$ cat src/rtl/imm_extend_pipe.sv
// -----------------------------------------------------------------------------
// imm_extend_pipe
//
// Pipelined immediate extender for the decode stage. This block takes a raw
// field container and a per-transaction field MSB, and then extends the field
// in one of four modes:
//   00 zero-extend
//   01 sign-extend
//   10 sign-extend then shift left by one (branch offsets; flags overflow)
//   11 upper placement (field MSB moved to OUT_W-1, low bits zero)
// Results are registered behind a valid/ready handshake. The storage is an
// output register (OR) plus one skid register (SK). This keeps in_ready
// purely registered, with no combinational path from out_ready.
//
// Ports
//   clk        rising-edge clock
//   rst_n      asynchronous active-low reset
//   flush      synchronous squash of OR and SK (highest priority)
//   in_valid   input transaction valid
//   in_ready   block can accept (registered: ~SK.valid)
//   in_data    raw field container, bits above in_msb ignored
//   in_msb     zero-indexed field MSB, clamped to IN_W-1
//   in_mode    extension mode
//   out_valid  OR holds a result
//   out_ready  consumer accepts
//   out_data   extended result
//   out_ovf    mode 10 lost a significant bit
// -----------------------------------------------------------------------------
module imm_extend_pipe #(
  parameter int IN_W  = 16,
  parameter int OUT_W = 16,
  parameter int MSB_W = $clog2(IN_W)
) (
  input  logic             clk,
  input  logic             rst_n,
  input  logic             flush,
  input  logic             in_valid,
  output logic             in_ready,
  input  logic [IN_W-1:0]  in_data,
  input  logic [MSB_W-1:0] in_msb,
  input  logic [1:0]       in_mode,
  output logic             out_valid,
  input  logic             out_ready,
  output logic [OUT_W-1:0] out_data,
  output logic             out_ovf
);

  // ---------------------------------------------------------------------------
  // Extension datapath (combinational)
  // ---------------------------------------------------------------------------
  logic [MSB_W-1:0] msb_eff;
  logic [OUT_W-1:0] data_ext;   // in_data zero-padded to OUT_W
  logic [OUT_W-1:0] field_ext;  // field with bits above msb cleared
  logic [OUT_W-1:0] sext;       // field sign-extended from msb
  logic [OUT_W-1:0] res_data;
  logic             res_ovf;

  always_comb begin
    // NOTE: every variable gets a default before any conditional assignment,
    // so no path leaves a value unassigned and no latch is inferred.
    msb_eff   = in_msb;
    data_ext  = '0;
    field_ext = '0;
    sext      = '0;
    res_data  = '0;
    res_ovf   = 1'b0;

    // This comparison only matters when IN_W is not a power of two.
    if (int'(in_msb) > IN_W - 1) begin
      msb_eff = MSB_W'(IN_W - 1);
    end

    data_ext[IN_W-1:0] = in_data;

    for (int i = 0; i < OUT_W; i++) begin
      if (i <= int'(msb_eff)) begin
        field_ext[i] = data_ext[i];
        sext[i]      = data_ext[i];
      end else begin
        field_ext[i] = 1'b0;
        sext[i]      = data_ext[msb_eff];
      end
    end

    case (in_mode)
      2'b00: res_data = field_ext;
      2'b01: res_data = sext;
      2'b10: begin
        res_data = {sext[OUT_W-2:0], 1'b0};
        // The doubled value no longer fits when the two top bits disagree.
        res_ovf  = sext[OUT_W-1] ^ sext[OUT_W-2];
      end
      default: res_data = field_ext << (OUT_W - 1 - int'(msb_eff));
    endcase
  end

  // ---------------------------------------------------------------------------
  // Output register + skid register
  // ---------------------------------------------------------------------------
  logic             or_valid_q, or_valid_d;
  logic [OUT_W-1:0] or_data_q,  or_data_d;
  logic             or_ovf_q,   or_ovf_d;
  logic             sk_valid_q, sk_valid_d;
  logic [OUT_W-1:0] sk_data_q,  sk_data_d;
  logic             sk_ovf_q,   sk_ovf_d;

  logic accept;
  logic out_hs;

  assign in_ready  = ~sk_valid_q;
  assign out_valid = or_valid_q;
  assign out_data  = or_data_q;
  assign out_ovf   = or_ovf_q;

  assign accept = in_valid & ~sk_valid_q;
  assign out_hs = or_valid_q & out_ready;

  always_comb begin
    or_valid_d = or_valid_q;
    or_data_d  = or_data_q;
    or_ovf_d   = or_ovf_q;
    sk_valid_d = sk_valid_q;
    sk_data_d  = sk_data_q;
    sk_ovf_d   = sk_ovf_q;

    if (flush) begin
      // The payload is left as is. Only the valid bits matter after a squash.
      or_valid_d = 1'b0;
      sk_valid_d = 1'b0;
    end else if (out_hs && sk_valid_q) begin
      // in_ready is low whenever SK is full, so no accept can coincide here.
      or_data_d  = sk_data_q;
      or_ovf_d   = sk_ovf_q;
      sk_valid_d = 1'b0;
    end else if (accept) begin
      if (!or_valid_q || out_hs) begin
        // OR is empty or is being consumed this edge. Replace it with no bubble.
        or_valid_d = 1'b1;
        or_data_d  = res_data;
        or_ovf_d   = res_ovf;
      end else begin
        sk_valid_d = 1'b1;
        sk_data_d  = res_data;
        sk_ovf_d   = res_ovf;
      end
    end else if (out_hs) begin
      or_valid_d = 1'b0;
    end
  end

  // NOTE: the data registers are reset along with the valid bits, because
  // out_data and out_ovf are required to read 0 while in reset.
  always_ff @(posedge clk or negedge rst_n) begin
    if (!rst_n) begin
      or_valid_q <= 1'b0;
      or_data_q  <= '0;
      or_ovf_q   <= 1'b0;
      sk_valid_q <= 1'b0;
      sk_data_q  <= '0;
      sk_ovf_q   <= 1'b0;
    end else begin
      // NOTE: sequential state uses non-blocking assignments only, so every
      // register samples the pre-edge values of the others.
      or_valid_q <= or_valid_d;
      or_data_q  <= or_data_d;
      or_ovf_q   <= or_ovf_d;
      sk_valid_q <= sk_valid_d;
      sk_data_q  <= sk_data_d;
      sk_ovf_q   <= sk_ovf_d;
    end
  end

endmodule

$ cat config.mk
export PLATFORM = sky130hd
export DESIGN_NAME = imm_extend_pipe
export DESIGN_NICKNAME = d
export VERILOG_FILES = /design/src/rtl/imm_extend_pipe.sv
export SDC_FILE = /design/constraint.sdc
export NUM_CORES = 1
export LEC_CHECK = 0
export BUFFER_PORTS_ARGS = -buffer_cell sky130_fd_sc_hd__buf_2
export CAP_MARGIN = 10
export CORE_MARGIN = 8
export CORE_UTILIZATION = 40
export CTS_BUF_LIST = sky130_fd_sc_hd__clkbuf_4
export DETAILED_ROUTE_END_ITERATION = 8
export PLACE_DENSITY_LB_ADDON = 0.1
export SYNTH_ARGS = -nofsm -noshare
export SYNTH_HDL_FRONTEND = slang
export SYNTH_SLANG_ARGS = --single-unit
$ cat constraint.sdc
create_clock -name clk -period 5 [get_ports clk]
set_input_delay 0.5 -clock clk [delete_from_list [all_inputs] [get_ports clk]]
set_output_delay 0.5 -clock clk [all_outputs]
set_load 0.05 [all_outputs]
# Yosys cells after proc, flatten, opt, wreduce, memory -nomap -nowiden
# Index checks and enable logic that the tools add are counted.
# word_totals
register_bits,36
input_bits,27
output_inout_bits,19
elab_cells,97
# op_classes
addsub,1
magnitude_cmp,16
eq_ne,5
n_shift,1
mux,49
bitwise,7
n_reduce_logical,12
# op_table
operator,n
2-to-1 mux 16 bit,3
case mux 16 bit (3 select lines),1
2-to-1 mux 1 bit,44
"<= comparator 4 bit, first input constant",8
<< shifter 16 x 32 -> 16 bit,1
"<= comparator 3 x 4 -> 1 bit, first input constant",4
"<= comparator 2 x 4 -> 1 bit, first input constant",2
AND reduction 3 bit,2
nonzero test 3 bit,2
"< comparator 4 x 5 -> 1 bit, second input constant",1
"subtractor 4 x 4 -> 5 bit, first input constant",1
binary-select mux 1 bit (select 4 bit),1
"<= comparator 1 x 4 -> 1 bit, first input constant",1
NOT 1 bit,4
AND reduction 4 bit,1
nonzero test 2 bit,2
"!= test 3 x 2 -> 1 bit, second input constant",1
"!= test 3 bit, second input constant",1
bitwise AND 1 bit,2
"== test 2 x 1 -> 1 bit, second input constant",1
"== test 2 bit, second input constant",1
zero test 2 bit,1
"!= test 2 bit, second input constant",1
AND reduction 2 bit,1
other kinds (4),4

# Depth between registers and ports, before layout
# logic_depth
word_depth,8
mapped_depth,9
ltp_nobuf,6

# Least setup slack after synthesis
# OpenSTA, ideal clock, no wires.
# synth_path
kind,input port to flip-flop
from,in in_msb[0]
to,reg sk_data_q[3]
setup_time_ns,0.134
arrival_time_ns,2.130
required_ns,4.866
setup_slack_ns,2.736
path_stages,8
n_path_buf,2
cell_sequence,buf_6 > mux2i_1 > nor3_1 > or4_1 > buf_6 > a22o_4 > a21oi_1 > o31ai_1
# synth_via
elab_chain_cells,4
elab_cells_between_ends,37
cone_classes,add/sub (1); order compare (15); shift (1); mux (20)
# synth_lines
item,line_no,source
start: declaration,40,"input logic [MSB_W-1:0] in_msb,"
"<= comparator 1 x 4 -> 1 bit, or another cell as far along",76,if (i <= int'(msb_eff)) begin
2-to-1 mux 1 bit (on tied branches),"76, 81",
<< shifter 16 x 32 -> 16 bit or 2-to-1 mux 1 bit (tied branches),"93, 76",
case mux 16 bit (3 select lines) *,85,case (in_mode)
end signal: assignment,168,sk_data_q <= sk_data_d;
end: declaration,104,"logic [OUT_W-1:0] sk_data_q, sk_data_d;"
# Mark *: on every way between the ends. The rest lies on a longest branch, timed or not. The select of a mux whose other input is x is not followed.
# A chain may end at the register's enable or synchronous reset.

# Final worst setup path
# layout_path
from,in in_msb[0]
to,reg sk_data_q[13]
# The elaborated chain is that of the path after synthesis.

==> parameters.txt <==
Parameter                              Value

Outcome
  Result of the run ... complete, no violations

Final layout
  Syn-to-layout area delta ... 7.70%
  # diodes ... 0
  Share of post-route cells with drive strength above 1 ... a little under a fifth
  Number of nets in the finished design ... about 430
  Multi-input combinational cell area ... 1990 um2
  Filler Cells Inserted ... between 800 and 900
  Storage element area ... approximately 900 um2

Clock tree
  Clk_lat worst skew ... about 0.33 ns
  Clock transition at the register clock pins on the worst setup and hold paths after CTS ... around 0.1 ns
  Number of H-tree branching levels ... 2
  Sink Count ... 36
  Number of buffers added by the clock tree synthesis step ... 5
  Number of resized instances in the post-cts repair step ... 0
  CTS max path bufs ... 2
  Clock root cell ... sky130_fd_sc_hd__clkbuf_4
  TritonCTS clock tree ... built
  Cts hold-fix bufs ... 0
  Total setup buffers inserted after CTS ... 0

Logic synthesis
  Register bit count reported by yosys ... 36
  Post-synthesis async set-or-reset flop share ... 100%
  Post-Synthesis Net Count ... 412
  Syn Area/Cell ... 8.02 um2
  Total of warnings raised by yosys ... 0
  Cell area after synthesis ... approximately 3000 um2
  Most instantiated flip-flop cell in the synthesis netlist ... sky130_fd_sc_hd__dfrtp_1
  Cell count after synthesis ... 385
  Count of cell types in the netlist ... 62
  Number of flops mapped to enable cells by yosys ... 0
  Fraction of the yosys area taken by sequential cells ... around 30%

Critical path
  Cell family with most CP delay ... simple AND/OR/NAND/NOR gates
  Buffer and inverter count on the worst path ... 1
  CP Data Arrival Time ... 3.02 ns
  Critical Path Fanout Max ... 34
  End of the worst register-to-register path ... sk_data_q[7]
  Worst-case reg-to-reg path depth ... 3
  Total stage count of the critical path ... 7
  Register-to-register setup slack ... approximately 3.0 ns
  Critical path required time ... between 5 and 6 ns
  Slowest CP cell ... sky130_fd_sc_hd__or4_1
  Type of destination of the critical path ... register
  Ordered cell list for the critical path ... buf_2, mux2i_1, nor3_1, or4_1, o21a_1, o31ai_1, o31ai_1
  CP startpoint kind ... primary input
  Path type of the worst setup path ... in2reg
  Most repeated library cell on the critical path ... sky130_fd_sc_hd__o31ai_1
  Worst stage delay on the critical path ... 0.76 ns
  Origin of the critical flop-to-flop path ... out_valid

Timing
  Maximum operating frequency ... between 300 and 400 MHz
  Hold violation count in the final report ... 0
  Worst hold slack across all endpoints ... about 0.26 ns
  Post-Route Skew ... just over 0.009 ns
  Tightest Pin Transition ... 0.819 ns
  Setup-failing EPs final ... 0
  Final number of max-transition violations ... 0
  Worst slew margin ... between 40% and 50%
  Post-Route Setup TNS ... 0 ns
  Setup slack of the critical path after layout ... 2.17 ns
  Final worst path period share ... ~57%
  Post-layout min period ... about 2.8 ns
  RSZ-0062 raised after global routing ... false

Power
  Total power draw ... 930 uW
  Highest ir drop seen on vdd ... around 0.087 mV
  Static Leak ... between 0.001 and 0.0015 uW
  Areal power density over the cells ... 280 nW/um2

Route
  Routed via count divided by cell count ... approximately 6.1
  DRC viols ... 0
  Count of nets left with antenna violations after detail routing ... 0
  Number of design-rule violations left by the first detailed-router iteration ... 291
  Total detailed-routing wirelength ... around 9.5 mm
  Per-cell routed wire length ... ~19 um
  Overall via count from detail_route ... about 3,100
  Initial DRT Pass Iterations ... 5

Placed design
  Placement-stage worst setup slack ... about 1.9 ns
  Port buffer count ... between 40 and 50
  Routability congestion estimate from global placement ... between 0.9 and 1
  Detail Placement HPWL ... 6.78 mm

Floorplanning
  Die outline area ... about 11,000 um2
  Chip Width ... a little over 100 um
  Die Height ... approximately 100 um
  Initial cell density of the core ... between 40% and 50%
  Standard-cell rows ... 32
  Top-Level Pins ... 46
  Area inside the core boundary ... 7610 um2

Global routing
  Maximum number of pins on one net before global-route repair ... 40
  Initial antenna violation count ... 0
  Number of global-route vias before repair ... approximately 2,900
  First-pass GRT wire length ... 15.5 mm
  Tot GR Track Use ... between 15 and 20%
  Overflow left after global routing ... 0

Run
  Total of max-cap violations ... 0

Worst hold path
  Worst hold path type ... in2async
[worst max path at each step]
stage,from,endpoint,slack [ns]
global placement,in_msb[0],sk_data_q[13],1.93
global route,in_msb[0],sk_data_q[13],2.03
finish,in_msb[0],sk_data_q[13],2.17
CTS,in_msb[0],sk_data_q[13],2.21
floorplan,in_msb[0],sk_data_q[3],2.74
detailed placement,in_msb[0],sk_data_q[13],1.86
[registers in the layout (all words and copies together) (netlist names)]
name	flops
sk_valid_q	1
out_valid	1
out_data	16
sk_ovf_q	1
out_ovf	1
sk_data_q	16
[where the power goes]
group | internal, uW | switching [uW] | leakage, uW
Clock | 49.1 | 91.9 | 0.0000261
Sequential | 355 | 30.5 | 0.000457
Combinational | 122 | 282 | 0.000989
[per-layer routing]
layer  up-vias  GRT usage [%]  share of wire, %
li1       1485              -                 -
met5         -              0                 0
met4         0           5.79               1.6
met1      1443           24.0                48
met3        13           2.23               5.8
met2       136           26.3                44
[cell type report]
class	count	area share (%)
inverters	9	1.02
well taps	102	3.84
clock buffers	5	1.13
repair buffers	46	7.00
multi-input cells	303	59.7
flip-flops and latches	36	27.1
clock inverters	2	0.226
[synthesized netlist by cell type (all sizes together) (8+ instances only)]
cell type / n / area share [%]
mux2i: 14 / 4.5
mux2: 10 / 3.8
inv: 8 / 0.97
o31ai: 13 / 3.2
a21oi: 34 / 5.5
clkbuf: 25 / 3.1
and3: 18 / 3.6
nor2: 19 / 2.3
a31oi: 10 / 2.5
nand2: 43 / 5.2
dfrtp: 36 / 29
buf: 12 / 2.5
o21ai: 33 / 5.3
nand3: 12 / 1.9
[layout by cell type, fill, tap and decap left out, types with 3 or more instances in the layout]
cell type,Yosys,final
sky130_fd_sc_hd__a211oi_1,7,6
sky130_fd_sc_hd__nand2b_1,4,4
sky130_fd_sc_hd__and2_1,4,4
sky130_fd_sc_hd__buf_2,8,45
sky130_fd_sc_hd__nor3_1,7,7
sky130_fd_sc_hd__o21ai_1,3,3
sky130_fd_sc_hd__or3_1,3,3
sky130_fd_sc_hd__a22oi_1,3,3
sky130_fd_sc_hd__o211ai_1,6,6
sky130_fd_sc_hd__mux4_2,3,3
sky130_fd_sc_hd__nand2_1,43,43
sky130_fd_sc_hd__o31ai_1,13,13
sky130_fd_sc_hd__dfrtp_1,36,36
sky130_fd_sc_hd__and3_1,18,18
sky130_fd_sc_hd__o21ai_0,30,30
sky130_fd_sc_hd__clkbuf_4,0,5
sky130_fd_sc_hd__clkinv_1,1,3
sky130_fd_sc_hd__o22ai_1,6,6
sky130_fd_sc_hd__mux2_2,9,9
sky130_fd_sc_hd__a311oi_1,5,5
sky130_fd_sc_hd__a31oi_1,9,9
sky130_fd_sc_hd__inv_1,8,8
sky130_fd_sc_hd__mux2i_1,14,14
sky130_fd_sc_hd__a21oi_1,34,34
sky130_fd_sc_hd__nand4_1,3,3
sky130_fd_sc_hd__o21a_1,3,3
sky130_fd_sc_hd__nand3_1,12,12
sky130_fd_sc_hd__nor2b_1,6,6
sky130_fd_sc_hd__nor2_1,19,19
[per-stage QoR]
| step | instance area, um2 | std cells | utilization, % |
|---|---|---|---|
| after floorplan | 3090 | 385 | - |
| after global placement | 3280 | 496 | 43.1 |
| after detailed placement | 3280 | 496 | 43.1 |
| after CTS | 3330 | 503 | 43.7 |
| after global routing | 3330 | 503 | 43.7 |
| final | 3330 | 503 | 43.7 |
[cell families after synthesis]
kind of cell | count (synthesis) | share of synthesized area [%]
flops | 36 | 29.2
compound gates | 148 | 32.9
mux | 27 | 10.5
xor+xnor | 1 | 0.284
buf+inv | 46 | 6.68
simple gates | 127 | 20.5
Note: power is estimated with default switching activity, not from simulation.
